===== src/rtl/bram_fifo_ctrl.sv =====
// FIFO controller in front of a simple dual-port BRAM (port A write, port B read)
// with a 2-entry output buffer that hides the BRAM read latency.
module bram_fifo_ctrl #(
  parameter int DATA_WIDTH = 8,
  parameter int ADDR_BITS  = 10
) (
  input  logic                  clk_i,
  input  logic                  arstn_i,
  input  logic                  flush_i,
  input  logic                  wr_valid_i,
  output logic                  wr_ready_o,
  input  logic [DATA_WIDTH-1:0] wr_data_i,
  output logic                  rd_valid_o,
  input  logic                  rd_ready_i,
  output logic [DATA_WIDTH-1:0] rd_data_o,
  output logic [ADDR_BITS+1:0]  level_o,
  output logic                  mem_en_a_o,
  output logic                  mem_we_a_o,
  output logic [ADDR_BITS-1:0]  mem_addr_a_o,
  output logic [DATA_WIDTH-1:0] mem_data_a_o,
  output logic                  mem_en_b_o,
  output logic [ADDR_BITS-1:0]  mem_addr_b_o,
  input  logic [DATA_WIDTH-1:0] mem_data_b_i
);

  // Word count of a completely full BRAM (DEPTH = 2**ADDR_BITS).
  localparam logic [ADDR_BITS:0] DEPTH_CNT = {1'b1, {ADDR_BITS{1'b0}}};
  localparam logic [ADDR_BITS:0] CNT_ONE   = {{ADDR_BITS{1'b0}}, 1'b1};
  localparam logic [ADDR_BITS-1:0] PTR_ONE = {{(ADDR_BITS-1){1'b0}}, 1'b1};

  logic [ADDR_BITS-1:0]  wr_ptr;
  logic [ADDR_BITS-1:0]  rd_ptr;
  logic [ADDR_BITS:0]    mem_cnt;
  logic [1:0]            buf_cnt;
  logic [1:0]            buf_cnt_nxt;
  logic                  infl;
  logic                  valid_q;
  logic [DATA_WIDTH-1:0] buf_head;
  logic [DATA_WIDTH-1:0] buf_tail;

  logic       wr_fire;
  logic       pop;
  logic       issue;
  logic [2:0] occ;

  assign wr_ready_o = (mem_cnt < DEPTH_CNT) && !flush_i;
  // Port A stays quiet while reset is asserted even if the writer is pushing.
  assign wr_fire    = wr_valid_i && wr_ready_o && arstn_i;
  assign pop        = rd_valid_o && rd_ready_i;

  // A read may be issued only if the buffer will still have a free slot when the
  // BRAM data lands, counting the word already in flight and this cycle's pop.
  // mem_cnt only counts words written at earlier edges, so rd_ptr never equals
  // the port A address of the same cycle.
  assign occ   = {1'b0, buf_cnt} + {2'b00, infl};
  assign issue = (mem_cnt != '0) && (occ < (3'd2 + {2'b00, pop})) && !flush_i;

  assign mem_en_a_o   = wr_fire;
  assign mem_we_a_o   = wr_fire;
  assign mem_addr_a_o = wr_ptr;
  assign mem_data_a_o = wr_data_i;

  assign mem_en_b_o   = issue;
  assign mem_addr_b_o = rd_ptr;

  assign rd_valid_o = valid_q;
  assign rd_data_o  = buf_head;
  assign level_o    = {1'b0, mem_cnt} + {{(ADDR_BITS+1){1'b0}}, infl}
                    + {{ADDR_BITS{1'b0}}, buf_cnt};

  // Next output-buffer occupancy: a fill and a pop together leave it unchanged.
  always_comb begin
    buf_cnt_nxt = buf_cnt;
    if (flush_i) begin
      buf_cnt_nxt = 2'd0;
    end else if (infl && !pop) begin
      buf_cnt_nxt = buf_cnt + 2'd1;
    end else if (!infl && pop) begin
      buf_cnt_nxt = buf_cnt - 2'd1;
    end
  end

  // Pointers, BRAM word count, in-flight flag and buffer occupancy.
  always_ff @(posedge clk_i or negedge arstn_i) begin
    if (!arstn_i) begin
      wr_ptr  <= '0;
      rd_ptr  <= '0;
      mem_cnt <= '0;
      infl    <= 1'b0;
      buf_cnt <= 2'd0;
      valid_q <= 1'b0;
    end else begin
      buf_cnt <= buf_cnt_nxt;
      valid_q <= (buf_cnt_nxt != 2'd0);
      infl    <= issue;
      if (flush_i) begin
        wr_ptr  <= '0;
        rd_ptr  <= '0;
        mem_cnt <= '0;
      end else begin
        if (wr_fire) begin
          wr_ptr <= wr_ptr + PTR_ONE;
        end
        if (issue) begin
          rd_ptr <= rd_ptr + PTR_ONE;
        end
        if (wr_fire && !issue) begin
          mem_cnt <= mem_cnt + CNT_ONE;
        end else if (!wr_fire && issue) begin
          mem_cnt <= mem_cnt - CNT_ONE;
        end
      end
    end
  end

  // Output buffer data: head is the oldest word, tail the next one; a returning
  // BRAM word goes into the first slot that is free after this cycle's pop.
  always_ff @(posedge clk_i or negedge arstn_i) begin
    if (!arstn_i) begin
      buf_head <= '0;
      buf_tail <= '0;
    end else if (!flush_i) begin
      if (pop) begin
        if (infl) begin
          if (buf_cnt == 2'd2) begin
            buf_head <= buf_tail;
            buf_tail <= mem_data_b_i;
          end else begin
            buf_head <= mem_data_b_i;
          end
        end else begin
          buf_head <= buf_tail;
        end
      end else if (infl) begin
        if (buf_cnt == 2'd0) begin
          buf_head <= mem_data_b_i;
        end else begin
          buf_tail <= mem_data_b_i;
        end
      end
    end
  end

endmodule


===== config.mk =====
export PLATFORM = sky130hd
export DESIGN_NAME = bram_fifo_ctrl
export DESIGN_NICKNAME = d
export VERILOG_FILES = /design/src/rtl/bram_fifo_ctrl.sv
export SDC_FILE = /design/constraint.sdc
export NUM_CORES = 1
export LEC_CHECK = 0
export BUFFER_PORTS_ARGS = -buffer_cell sky130_fd_sc_hd__buf_2
export CAP_MARGIN = 30
export CORE_MARGIN = 2
export CORE_UTILIZATION = 45
export CTS_BUF_LIST = sky130_fd_sc_hd__clkbuf_4
export DETAILED_ROUTE_END_ITERATION = 8
export GPL_TIMING_DRIVEN = 0
export PLACE_DENSITY = 0.65
export SETUP_SLACK_MARGIN = 0.2
export SYNTH_ARGS = -nofsm -noshare
export SYNTH_HDL_FRONTEND = slang
export SYNTH_SLANG_ARGS = --single-unit

===== constraint.sdc =====
create_clock -name clk_i -period 9 [get_ports clk_i]
set_clock_uncertainty 0.1 [all_clocks]
set_input_delay 0.45 -clock clk_i [delete_from_list [all_inputs] [get_ports clk_i]]
set_output_delay 0.45 -clock clk_i [all_outputs]
set_load 0.05 [all_outputs]

==> flow_summary.json <==
{
  "worstSetupStartpoint": "arstn_i",
  "path_clk_slew_ns": 0.15,
  "drv_cap": 0,
  "drv_slew": 0,
  "rrSetupSlack_ns": 5.34,
  "synth_top_cell_area_share_pct": 41.1,
  "path_max_fanout": 26,
  "fin_util_pct": 54.1,
  "wl_per_cell_um": 13.9,
  "fp.dieH_um": 87.1,
  "drt_iter0_markers": 72,
  "synthesis.nets": 342,
  "holdWs_ns": 0.212,
  "start_util_pct": 46.2,
  "vias": 2464,
  "rsz0062_at_grt": "no",
  "cts_tree": "yes",
  "numCtsBuffers": 5,
  "fillers": 600,
  "syn_inst": 301,
  "synth_top_family_by_area": "simple AND/OR/NAND/NOR gates",
  "cp.required_ns": 9.21,
  "hold_depth": 2,
  "path_class": "input pin to flop",
  "cpLargestDelayFamily": "buffers and inverters",
  "die-area_um2": 7580,
  "max_freq_ghz": 0.257,
  "grt-ovfl-total": 0,
  "synth_seq_area_share_pct": 41.1,
  "synth_compound_area_share_pct": 11.5,
  "syn_to_final_growth_pct": 17.1,
  "drive_gt1_share_pct": 28.8,
  "status": "finished, final reports clean",
  "via_per_inst": 5.42,
  "yosysTopAreaCell": "dfrtp_1",
  "synth_xor_area_share_pct": 9.88,
  "pin_count": 74,
  "synth_edf_count": 0,
  "timing.slew.headroom_pct": 53.3,
  "ctsHoldBuffers": 1,
  "io_buffers": 65,
  "antenna_found_initial": 0,
  "cts_setup_buffers": 0,
  "syn_area_um2": 3100,
  "diodes": 0,
  "yosys.area_share.adder_pct": 8.79,
  "min-delay-start": "mem_data_b_i[3]",
  "ys.flop_type": "dfrtp_1",
  "grt_pass1_wl_um": 10800,
  "synthTopCellsByArea": "dfrtp_1 (41%), ha_1 (6.9%), xor2_1 (5.9%)",
  "finalCritPeriodShare_pct": 43.2,
  "hold_violations": 0,
  "setup_viol": 0,
  "synth-async-reset-ratio_pct": 100,
  "fp.dieW_um": 87.1,
  "antenna_left": 0,
  "min_period_ns": 3.89,
  "dpl.hpwl_um": 4710,
  "synthMuxAreaShare_pct": 7.13,
  "p_total_mw": 1.27,
  "hold-path-endpoint": "buf_tail[3]",
  "worst-path-buf-inv": 3,
  "final.setup.tns_ns": 0,
  "clock_sinks": 51,
  "multi_input_area_um2": 1680,
  "synth.distinct_cells": 51,
  "gr-usage-all-layers_pct": 17.7,
  "peakVddDrop_mv": 0.154,
  "nets": 416,
  "worst_ep_arrival_time_ns": 4.10,
  "htreeDepth": 2,
  "ys_ff_latch": 51,
  "clockBufferDepth": 2,
  "seqCellArea_um2": 1280,
  "ff2ff_path_depth": 10,
  "worst_pin_slew_ns": 0.697,
  "rows": 30,
  "p_leak_nw": 1.78,
  "end_kind": "flop",
  "yosysMostFrequentCell": "dfrtp_1",
  "avgSynthCellArea_um2": 10.3,
  "start_kind": "input pin",
  "critical_path.cell_chain": "dlygate4sd3_1 -> buf_2 -> and4bb_1 -> clkbuf_8 -> nand2_1 -> fa_1 -> a211oi_2 -> nor3_1 -> o32a_1 -> or4_1 -> a31oi_1",
  "place_ws_ns": 5.19,
  "fin_ws_ns": 5.11,
  "core_um2": 6720,
  "max_stage_delay_ns": 0.54,
  "cts-root-buf": "clkbuf_4",
  "cp_slowest_cell": "fa_1",
  "grt_max_degree": 28,
  "cts.repair.resized": 0,
  "finalWeightedCongestion": 0.766,
  "yosys_warnings": 0,
  "routed_wl_um": 6340,
  "drt_pass1_iterations": 4,
  "drc": 0,
  "clock_latency_ns": 0.37,
  "power.density_nw_per_um2": 349,
  "holdCritPathClass": "input pin to flop",
  "yosys-top-cells-count": "dfrtp_1 (51), nor2_1 (34), xor2_1 (21), ha_1 (17), nand3_1 (16)",
  "grt_pass1_vias": 2350,
  "worstReg2RegStart": "mem_cnt[2]",
  "synth_simple_gate_area_share_pct": 16.6,
  "r2r-end": "mem_cnt[10]"
}
where the power goes:
group          switching, mW  total [mW]  leakage [nW]  internal (mW)
clock network         0.0743       0.131        0.0373         0.0571
logic                  0.493       0.770          1.08          0.277
registers             0.0705       0.369         0.656          0.298
per-stage QoR:
stage / instances / area (um2)
2_1_floorplan: 301 / 3100
3_3_place_gp: 446 / 3530
3_5_place_dp: 447 / 3550
4_1_cts: 455 / 3630
5_1_grt: 455 / 3630
6_report: 455 / 3630
worst register-to-register path, cell delays in order, from the launching register on:
cell and delay [ns]:
dfrtp_1 0.49, nor4_1 0.38, nand3_2 0.30, nand2_4 0.21, nand2_1 0.30, fa_1 0.55
a211oi_2 0.29, nor3_1 0.10, o32a_1 0.33, or4_1 0.40, a31oi_1 0.17
state kept, by name, summed over array words and instances (netlist names):
signal,cells
mem_cnt,11
buf_cnt,2
rd_valid_o,1
infl,1
mem_addr_b_o,10
mem_addr_a_o,10
buf_tail,8
rd_data_o,8
placed cells by master, fill, tap and decap left out, types with 3 or more instances in the layout:
master,n
nand4_1,6
nand3_1,16
and3_1,7
nor4_1,3
clkbuf_4,5
buf_4,9
xnor2_1,14
nor2_1,34
mux2i_1,9
and2_1,3
xor2_1,21
inv_1,8
and4_1,3
buf_2,66
nand2_1,15
mux2_2,9
a22o_1,7
a21oi_1,15
clkbuf_1,3
ha_1,17
nor3_1,3
a31oi_1,3
fa_1,3
dfrtp_1,51
o21ai_0,7
a21o_1,4
metal layers:
| metal | share of wire [%] | up-vias | track usage [%] |
|---|---|---|---|
| met1 | 46 | 1193 | 23.5 |
| met2 | 49 | 52 | 29.5 |
| li1 | - | 1214 | - |
| met5 | 0 | - | 0 |
| met3 | 3.5 | 5 | 2.84 |
| met4 | 1.1 | 0 | 5.54 |
logic make-up after synthesis:
logic type | after synthesis
and+or+nand+nor | 101
DFF | 51
AOI/OAI and AO/OA | 50
xor gates and xnor gates | 35
buffers and inverters | 24
muxes | 20
adders and majority gates | 20
final cells by class:
class | instances | area share (%)
Clock buffer | 5 | 1.03
Tap cell | 80 | 2.75
Clock inverter | 2 | 1.03
Buffer | 16 | 3.37
Sequential cell | 51 | 35.1
Multi-Input combinational cell | 226 | 46.1
Inverter | 8 | 0.826
Timing Repair Buffer | 67 | 9.78
worst max-delay path by stage:
stage | end | cells after the start | slack, ns
floorplan | mem_cnt[10] | 12 | 5.69
global placement | mem_cnt[10] | 10 | 4.76
detailed placement | mem_cnt[10] | 10 | 5.19
CTS | mem_cnt[10] | 11 | 5.08
global route | mem_cnt[10] | 11 | 4.85
finish | mem_cnt[10] | 11 | 5.11
No activity file was read; power rests on OpenSTA's default activity.
